===== config.mk =====
export PLATFORM = sky130hd
export DESIGN_NAME = instr_sequencer
export DESIGN_NICKNAME = d
export VERILOG_FILES = /design/src/rtl/instr_sequencer.sv
export SDC_FILE = /design/constraint.sdc
export NUM_CORES = 1
export LEC_CHECK = 0
export ABC_CLOCK_PERIOD_IN_PS = 2400
export CORE_MARGIN = 2
export CORE_UTILIZATION = 44
export CTS_BUF_LIST = sky130_fd_sc_hd__clkbuf_4 sky130_fd_sc_hd__clkbuf_8
export DETAILED_ROUTE_END_ITERATION = 8
export PLACE_DENSITY = 0.75
export SYNTH_ARGS = -nofsm -noshare
export SYNTH_HDL_FRONTEND = slang
export SYNTH_SLANG_ARGS = --single-unit
export TNS_END_PERCENT = 10

===== constraint.sdc =====
create_clock -name clk -period 2.4 [get_ports clk]
set_input_delay 0.48 -clock clk [delete_from_list [all_inputs] [get_ports clk]]
set_output_delay 0.48 -clock clk [all_outputs]
set_load 0.05 [all_outputs]

===== src/rtl/instr_sequencer.sv =====
// instr_sequencer: multi-cycle FETCH/DECODE/EXEC/WB controller around a single-cycle ALU and register file.
// Optional macro ILLEGAL_TRAP_EN: illegal opcodes park in a TRAP state instead of retiring as NOPs.
module instr_sequencer #(
  parameter int unsigned PC_W  = 8,
  parameter int unsigned RET_W = 16
) (
  input  logic             clk,
  input  logic             rst_n,
  input  logic             start,
  input  logic             halt_req,
  output logic             imem_req,
  output logic [PC_W-1:0]  imem_addr,
  input  logic             imem_ack,
  input  logic [31:0]      imem_rdata,
  output logic             alu_enable,
  output logic [1:0]       alu_op,
  output logic [4:0]       rs_addr,
  output logic [4:0]       rt_addr,
  output logic [4:0]       wb_addr,
  output logic             we,
  output logic             busy,
  output logic [PC_W-1:0]  pc,
  output logic [RET_W-1:0] retired,
  output logic             trap
);

  typedef enum logic [2:0] {
    S_IDLE,
    S_FETCH,
    S_DECODE,
    S_EXEC,
    S_WB
`ifdef ILLEGAL_TRAP_EN
    , S_TRAP
`endif
  } state_t;

  state_t           state_q, state_d;
  logic [PC_W-1:0]  pc_q, pc_d;
  logic [31:0]      ir_q, ir_d;
  logic [RET_W-1:0] ret_q, ret_d;
  logic             legal_q, legal_d;
  logic [1:0]       op_q, op_d;
  logic [4:0]       rs_q, rs_d;
  logic [4:0]       rt_q, rt_d;
  logic [4:0]       wbad_q, wbad_d;
  logic             req_q, req_d;
  logic             aen_q, aen_d;
  logic             we_q, we_d;
  logic             busy_q, busy_d;
  logic             ir_legal;
  logic             unused_ir_bits;

  // Legal opcodes are 0..3, i.e. the top four opcode bits are clear.
  assign ir_legal       = (ir_q[31:28] == 4'b0000);
  assign unused_ir_bits = ^ir_q[10:0];

`ifdef ILLEGAL_TRAP_EN
  logic trap_q, trap_d;
  assign trap = trap_q;
`else
  assign trap = 1'b0;
`endif

  always_comb begin
    state_d = state_q;
    pc_d    = pc_q;
    ir_d    = ir_q;
    ret_d   = ret_q;
    legal_d = legal_q;
    op_d    = op_q;
    rs_d    = rs_q;
    rt_d    = rt_q;
    wbad_d  = wbad_q;
`ifdef ILLEGAL_TRAP_EN
    trap_d  = trap_q;
`endif

    unique case (state_q)
      S_IDLE: begin
        if (start) state_d = S_FETCH;
      end
      S_FETCH: begin
        if (imem_ack) begin
          ir_d    = imem_rdata;
          state_d = S_DECODE;
        end
      end
      S_DECODE: begin
        legal_d = ir_legal;
        if (ir_legal) begin
          op_d    = ir_q[27:26];
          rs_d    = ir_q[25:21];
          rt_d    = ir_q[20:16];
          wbad_d  = ir_q[15:11];
          state_d = S_EXEC;
        end else begin
`ifdef ILLEGAL_TRAP_EN
          trap_d  = 1'b1;
          state_d = S_TRAP;
`else
          state_d = S_WB;
`endif
        end
      end
      S_EXEC: begin
        state_d = S_WB;
      end
      S_WB: begin
        if (legal_q && (ret_q != '1)) ret_d = ret_q + RET_W'(1);
        pc_d    = pc_q + PC_W'(1);
        state_d = halt_req ? S_IDLE : S_FETCH;
      end
`ifdef ILLEGAL_TRAP_EN
      S_TRAP: begin
        if (start) begin
          trap_d  = 1'b0;
          pc_d    = pc_q + PC_W'(1);
          state_d = S_FETCH;
        end
      end
`endif
      default: state_d = S_IDLE;
    endcase

    // Strobes are decoded from the next state so they appear registered in their own state.
    req_d  = (state_d == S_FETCH);
    aen_d  = (state_d == S_EXEC);
    we_d   = (state_d == S_WB) && legal_d && (wbad_d != '0);
    busy_d = (state_d != S_IDLE);
  end

  always_ff @(posedge clk or negedge rst_n) begin
    if (!rst_n) begin
      state_q <= S_IDLE;
      pc_q    <= '0;
      ir_q    <= '0;
      ret_q   <= '0;
      legal_q <= 1'b0;
      op_q    <= '0;
      rs_q    <= '0;
      rt_q    <= '0;
      wbad_q  <= '0;
      req_q   <= 1'b0;
      aen_q   <= 1'b0;
      we_q    <= 1'b0;
      busy_q  <= 1'b0;
`ifdef ILLEGAL_TRAP_EN
      trap_q  <= 1'b0;
`endif
    end else begin
      state_q <= state_d;
      pc_q    <= pc_d;
      ir_q    <= ir_d;
      ret_q   <= ret_d;
      legal_q <= legal_d;
      op_q    <= op_d;
      rs_q    <= rs_d;
      rt_q    <= rt_d;
      wbad_q  <= wbad_d;
      req_q   <= req_d;
      aen_q   <= aen_d;
      we_q    <= we_d;
      busy_q  <= busy_d;
`ifdef ILLEGAL_TRAP_EN
      trap_q  <= trap_d;
`endif
    end
  end

  assign imem_req   = req_q;
  assign imem_addr  = pc_q;
  assign pc         = pc_q;
  assign alu_enable = aen_q;
  assign alu_op     = op_q;
  assign rs_addr    = rs_q;
  assign rt_addr    = rt_q;
  assign wb_addr    = wbad_q;
  assign we         = we_q;
  assign busy       = busy_q;
  assign retired    = ret_q;

endmodule


; ---- Word-level counts from Yosys, hierarchy flattened
; Cells that the tools add are included.
[totals]
reg_bits = 81
input_bits = 37
output_inout_bits = 54
word_cells = 41
[classes]
add_sub_neg = 2
n_eq_ne = 8
n_mux = 8
reduce_logical = 10
[ops]
columns = op, count
row1 = 16-bit by 1-bit adder with 16-bit output (second input constant), 1
row2 = 16-bit inequality test (second input constant), 1
row3 = 3-bit case mux with 5 select lines, 1
row4 = 5-bit 2-to-1 mux, 2
row5 = 3-bit by 2-bit == test with 1-bit output (second input constant), 3
row6 = 3-bit 2-to-1 mux, 3
row7 = 8-bit by 1-bit adder with 8-bit output (second input constant), 1
row8 = 3-bit by 1-bit == test with 1-bit output (second input constant), 2
row9 = 3-bit == test (second input constant), 2
row10 = 2-bit AND reduction, 3
row11 = 5-bit nonzero test, 1
row12 = 4-bit logical NOT, 1
row13 = 1-bit logical AND, 3
row14 = 3-bit logical NOT, 1
row15 = 3-bit nonzero test, 1
row16 = 1-bit 2-to-1 mux, 2

; ---- Logic depth before layout (Yosys ltp)
; Gate-level depths: netlist (run 1).
[depth]
depth_word = 6
ltp_mapped = 6
ltp_nobuf = 5

; ---- Worst setup path before layout (run 1)
; Ideal clock, no wire load.
[synth_path]
path_type = reg-to-reg
startpoint = register ret_q[0] (netlist: retired[0])
endpoint = register ret_q[10] (netlist: retired[10])
setup_time_ns = 0.082
t_arrival_ns = 1.958
t_required_ns = 2.318
path_slack_ns = 0.359
stages_incl_launch_ff = 6
n_path_buf = 0
period_less_slack_ns = 2.041
cell_sequence = dfrtp_1 -> ha_1 -> nand4_1 -> or3_1 -> nor3b_1 -> xor2_1
[synth_via]
elab_chain_cells = 3
elab_cells_between_ends = 4
cone_classes = add/sub: 1 / eq/ne: 1 / reduce/logical: 2
[synth_rtl]
columns = element, line_no
row1 = start: declaration, 41  ; logic [RET_W-1:0] ret_q, ret_d;
row2 = start signal: assignment, 155  ; ret_q <= ret_d;
row3 = "parallel branches: the longest is 3 deep, another holds 16-bit by 1-bit adder with 16-bit output", n/a
; Parallel ways; which one is timed is not known.
; A chain may end at the register's enable or synchronous reset.

; ---- Worst setup path in the final report (run 1)
[layout_path]
startpoint = register ret_q[5] (netlist: retired[5])
endpoint = output retired[5]
[layout_rtl]
columns = element, line_no
row1 = end: declaration, 23  ; output logic [RET_W-1:0] retired,
; No word-level cell between the ends.

==> flow_summary.yaml, run 1 <==
clock_tree:
  insertion_delay_ps: 330
  cts-resized-gates: 0
  cts_buf_count: 9
  ctsRootBufferMaster: "sky130_fd_sc_hd__clkbuf_8"
  cts_hold_buf: 0
  cts-htree-levels: 3
  tritoncts: "yes"
  clkSinkCount: 70
  worst_setup_hold_path_clk_slew_ps: 70
  cts.path.max_buffers: 2
  cts_post_setup_buffers_inserted: 0
power:
  power_leakage_nw: 1.917
  powerDensity_nw_per_um2: 1139
  worst_ir_drop_vdd_mv: 0.6447
yosys:
  synthesis.yosys.warnings: 0
  synth_nets: 266
  ys_seq_area_frac: 0.5747
  postSynth.topFlopCell: "sky130_fd_sc_hd__dfrtp_1"
  postSynth.asyncResetShare: 1.000
  synth.ff_latch_count: 70
  postSynthAreaPerCell_um2: 13.43
  synth_top_area_cell: "sky130_fd_sc_hd__dfrtp_1"
  synth_most_common_cell: "sky130_fd_sc_hd__dfrtp_1"
  post_synth_num_cell_types: 36
  synth.top_cells.by_area: "sky130_fd_sc_hd__dfrtp_1 (57%), sky130_fd_sc_hd__mux2_2 (8.5%), sky130_fd_sc_hd__mux2_4 (8.4%), sky130_fd_sc_hd__xor2_1 (4.0%), sky130_fd_sc_hd__buf_4 (2.2%)"
  area_share_of_the_largest_cell_type_after_synthesis: 0.5747
  synth.top_cells.by_count: "sky130_fd_sc_hd__dfrtp_1 (70), sky130_fd_sc_hd__mux2_2 (23), sky130_fd_sc_hd__mux2_4 (17), sky130_fd_sc_hd__xor2_1 (14), sky130_fd_sc_hd__nand2_1 (12)"
  postSynthCellCount: 227
  edff_count_synth: 0
  post_synth_instance_area_um2: 3048
placement:
  placement.cell_area_um2: 3889
  portBuffers: 78
  globalplace.congestion: 0.7237
  dp.cells: 372
  place_hpwl_um: 3972
floorplanning:
  boundaryPins: 91
  floorplan.die_area_um2: 7609
  core_area_um2: 6756
  die_w_um: 87.23
  die_height_um: 87.23
  num_rows: 30
  initial_utilization: 0.4511
detailed_routing:
  drt_wl_cell_um: 14.56
  drtIter0Drc: 58
  detail_route.vias_per_cell: 5.034
  via_count: 1953
  remaining_drc_errors: 0
  firstDrtPassIters: 4
  drt-total-wl_um: 5651
  remaining_number_of_nets_flagged_by_the_antenna_check_after_routing: 0
sta:
  setup_viol_count_final: 0
  tightestPinTransition_ps: 558.6
  final_min_period_over_clock_period: 0.8817
  final.setup_skew_ps: 7.193
  fin_crit_ps: 2116
  timing_max_transition_violations_final: 0
  unrepaired_setup_endpoints_after_global_routing: "false"
  max-slew-margin-rel: 0.6276
  hold_viol_final: 0
  final.setup.tns_ps: 0
  max_freq_mhz: 472.6
finish:
  post-route-cell-area_um2: 4145
  layout.filler_cells: 545
  fin_nets: 342
  post_route_cells_drive_above_1_share: 0.2208
  areaGrowthSynthToFinish_pct: 36.00
  layoutNonFillerInstCount: 388
  antennaDiodeCount: 0
setup_path:
  timing.critical_path.max_delay_family: "buffers and inverters"
  cpPeakStageDelay_ps: 850
  worst_setup_path_end_kind: "output port"
  critical-path-slowest-cell: "sky130_fd_sc_hd__clkdlybuf4s50_1"
  crit_path_cell_trace: "clkdlybuf4s50_1"
  worstPathMaxFanout: 6
  critPathArrivalTime_ps: 1640
  path_buf_inv: 1
  critPathKind: "flip-flop to output port"
  cp_data_required_time_ps: 1920
  critPathLaunchType: "flip-flop"
global_route:
  grt_max_degree: 32
  antenna_found_initial: 0
  grt.overflow.total: 0
  grt_pass1_vias: 2064
  grt_use_total: 0.1628
  first_pass_grt_wire_length_um: 9556
hold_path:
  min-delay-path-class: "primary input to asynchronous set/reset pin"
flow_run:
  cap_viol_max_count: 0
status:
  status: "finished, final reports clean"
[cells in the final DEF, fill, tap and decap left out, drive strengths merged, types with 2 or more instances in the layout]
master	netlist	layout
nand3	9	9
bufinv	0	3
ha	2	2
a21oi	5	5
nand2	12	12
nor3	6	6
clkdlybuf4s50	0	77
inv	3	3
nor4	6	6
dfrtp	70	70
nand2b	3	3
buf	15	5
xor2	14	14
or3	3	3
nor3b	3	3
clkbuf	2	13
xnor2	6	6
mux2	40	40
nand4	6	6
nor2	9	9
[layout make-up]
type	count	area (um^2)	area share
well taps	80	100.1	0.02415
clock buffers	13	166.4	0.04014
clock inverters	3	90.09	0.02173
multi-input cells	137	1182	0.2852
flip-flops and latches	70	1752	0.4226
repair buffers	82	843.3	0.2034
inverters	3	11.26	0.002717
[cells by family (layout without fill, tap and decap cells)]
| kind of cell | after synthesis | in the layout | share of synthesized area |
|---|---|---|---|
| flops | 70 | 70 | 0.5747 |
| simple gates | 66 | 66 | 0.1330 |
| mux | 40 | 40 | 0.1687 |
| xor+xnor | 20 | 20 | 0.05747 |
| buf+inv | 20 | 101 | 0.04228 |
| compound gates | 8 | 8 | 0.01437 |
| fa+ha+maj | 2 | 2 | 0.008209 |
| other cells | 1 | 1 | 0.001230 |
[metrics by stage]
stage          worst slack, ps  hold slack (ps)  total power [mW]    util
2_1_floorplan            359.2            184.4             3.024       -
3_3_place_gp             409.3            484.5             3.523  0.5756
3_5_place_dp             367.2            488.9             3.573  0.5756
4_1_cts                  258.6            140.3             4.780  0.6135
5_1_grt                  213.5            166.0             4.962  0.6135
6_report                 283.9            133.2             4.721  0.6135
[per-layer routing]
layer	GRT usage	vias to the layer above	wire, um
li1	-	941	-
met1	0.2006	946	2507
met2	0.2665	59	2697
met3	0.05498	7	369
met4	0.06014	0	76
met5	0	-	0
[flip-flops by register name (all words and copies together) (netlist names), 2 cells and up]
| register | count |
|---|---|
| imem_addr | 8 |
| state_q | 3 |
| rt_addr | 5 |
| wb_addr | 5 |
| ir_q | 21 |
| alu_op | 2 |
| rs_addr | 5 |
| retired | 16 |
[path summary, 6_finish.rpt]
check                      cells past startpoint        from         end  slack, ps
max in group asynchronous                      3       rst_n    ir_q[29]       1550
setup reg to reg                               3    ir_q[29]  wb_addr[0]        460
hold / removal                                 1       rst_n  rt_addr[4]        130
min in group clk                               1    ir_q[16]  rt_addr[0]        500
hold reg to reg                                1    ir_q[16]  rt_addr[0]        500
setup / recovery                               1  retired[5]  retired[5]        280
[where the power goes]
part	switching, mW	total (mW)	internal (mW)	leakage, nW
clock	0.419	1.19	0.772	0.131
combinational	0.942	1.72	0.773	0.879
sequential	0.281	1.82	1.53	0.908
Power figures use the tool's default switching activity.
==> run 2, diff against run 1 <==
--- a/config.mk
+++ b/config.mk
@@ -6,10 +6,12 @@
 export NUM_CORES = 1
 export LEC_CHECK = 0
 export ABC_CLOCK_PERIOD_IN_PS = 2400
+export CAP_MARGIN = 20
 export CORE_MARGIN = 2
 export CORE_UTILIZATION = 44
-export CTS_BUF_LIST = sky130_fd_sc_hd__clkbuf_4 sky130_fd_sc_hd__clkbuf_8
+export CTS_BUF_LIST = sky130_fd_sc_hd__clkbuf_2 sky130_fd_sc_hd__clkbuf_4 sky130_fd_sc_hd__clkbuf_8
 export DETAILED_ROUTE_END_ITERATION = 8
+export MAX_ROUTING_LAYER = met4
 export PLACE_DENSITY = 0.75
 export SYNTH_ARGS = -nofsm -noshare
 export SYNTH_HDL_FRONTEND = slang
==> run 2 against run 1 <==
  * Fmax barely moved
  * Power hardly changed
  * Core utilization unchanged
  * Count of clock-buffer cells in the layout unchanged
  * Combinational power about the same
  * Clock skew hardly changed
  * Register-to-register slack is essentially flat
  * Design area unchanged
  * Via count up 0.15%
  * Critical path depth did not move
  * Final cell count unchanged
  * Clock power hardly changed
==> flow_summary.yaml, run 2 (synthesis gave the netlist of run 1 again) <==
global_route:
  antenna_found_initial: 0
  grt_use_total: 0.1674
  grt_pass1_vias: 2063
  first_pass_grt_wire_length_um: 9549
  grt.overflow.total: 0
  grt_max_degree: 32
setup_path:
  path_buf_inv: 1
  timing.critical_path.max_delay_family: "buffers and inverters"
  critPathArrivalTime_ps: 1640
  crit_path_cell_trace: "clkdlybuf4s50_1"
  worst_setup_path_end_kind: "output port"
  critical-path-slowest-cell: "sky130_fd_sc_hd__clkdlybuf4s50_1"
  timing.critical_path.from: "retired[5]"
  critPathKind: "flip-flop to output port"
  critPathLaunchType: "flip-flop"
  worstPathMaxFanout: 6
  reg2reg_from: "ir_q[29]"
  cp_data_required_time_ps: 1920
  cpPeakStageDelay_ps: 850
sta:
  hold_viol_final: 0
  max_freq_mhz: 472.4
  tightestPinTransition_ps: 558.3
  setup_viol_count_final: 0
  fin_crit_ps: 2117
  timing_max_transition_violations_final: 0
  final.setup_skew_ps: 7.192
  final.setup.tns_ps: 0
  final_min_period_over_clock_period: 0.8820
  max-slew-margin-rel: 0.6278
  unrepaired_setup_endpoints_after_global_routing: "false"
clock_tree:
  ctsRootBufferMaster: "sky130_fd_sc_hd__clkbuf_8"
  insertion_delay_ps: 330
  cts_hold_buf: 0
  cts_post_setup_buffers_inserted: 0
  cts.path.max_buffers: 2
  clkSinkCount: 70
  tritoncts: "yes"
  cts-htree-levels: 3
  worst_setup_hold_path_clk_slew_ps: 70
  cts_buf_count: 9
  cts-resized-gates: 0
detailed_routing:
  remaining_drc_errors: 0
  drtIter0Drc: 55
  remaining_number_of_nets_flagged_by_the_antenna_check_after_routing: 0
  firstDrtPassIters: 4
  drt-total-wl_um: 5661
  via_count: 1956
  drt_wl_cell_um: 14.59
  detail_route.vias_per_cell: 5.041
placement:
  globalplace.congestion: 0.7323
  place_hpwl_um: 3972
  portBuffers: 78
power:
  powerDensity_nw_per_um2: 1139
  power_leakage_nw: 1.917
  worst_ir_drop_vdd_mv: 0.6445
  finalPower_mw: 4.723
floorplanning:
  core_area_um2: 6756
  boundaryPins: 91
  num_rows: 30
  die_w_um: 87.23
  floorplan.die_area_um2: 7609
  initial_utilization: 0.4511
  die_height_um: 87.23
finish:
  post_route_cells_drive_above_1_share: 0.2208
  fin_nets: 342
  mostFrequentLayoutCell: "sky130_fd_sc_hd__clkdlybuf4s50_1"
  antennaDiodeCount: 0
  registers.top_by_ff_count: "ir_q"
  post-route-util: 0.6135
  layout.cells.most_common_list: "sky130_fd_sc_hd__clkdlybuf4s50_1 (77), sky130_fd_sc_hd__dfrtp_1 (70), sky130_fd_sc_hd__mux2_2 (23), sky130_fd_sc_hd__mux2_4 (17), sky130_fd_sc_hd__xor2_1 (14)"
  layout.filler_cells: 545
  largest_reg_flops: 21
  areaGrowthSynthToFinish_pct: 36.00
hold_path:
  min-delay-path-class: "primary input to asynchronous set/reset pin"
flow_run:
  cap_viol_max_count: 0
status:
  status: "finished, final reports clean"
==> run 2: path summary, 6_finish.rpt <==
kind	slack, ps	to	depth (start not counted)
setup / recovery	280	retired[5]	1
min in group clk	500	rt_addr[0]	1
hold reg to reg	500	rt_addr[0]	1
setup reg to reg	460	wb_addr[0]	3
hold / removal	130	rt_addr[4]	1
max in group asynchronous	1550	ir_q[29]	3
==> run 2: final cells by class <==
type,count,area (um^2),area share
timing repair buffer,82,843.3,0.2034
inverter,3,11.26,0.002717
sequential,70,1752,0.4226
clock inverter,3,90.09,0.02173
tap,80,100.1,0.02415
multi-input combinational,137,1182,0.2852
clock buffer,13,166.4,0.04014
==> run 2: stage by stage <==
stage | setup slack, ps | hold slack, ps | area, um^2 | instances
2_1_floorplan | 359.2 | 184.4 | 3048 | 227
3_3_place_gp | 409.3 | 484.5 | 3889 | 372
3_5_place_dp | 367.2 | 488.9 | 3889 | 372
4_1_cts | 258.6 | 140.3 | 4145 | 388
5_1_grt | 213.5 | 166.0 | 4145 | 388
6_report | 283.3 | 132.5 | 4145 | 388
==> run 2: per-layer routing <==
metal | global-route usage | up-vias | share of wire
li1 | - | 940 | -
met1 | 0.2031 | 950 | 0.45
met2 | 0.2665 | 59 | 0.48
met3 | 0.05024 | 7 | 0.060
met4 | 0.06014 | 0 | 0.013
met5 | - | - | 0
==> run 2: where the power goes <==
part	switching, mW	internal, mW
combinational	0.942	0.773
clock	0.420	0.772
sequential	0.281	1.53
total	1.64	3.08
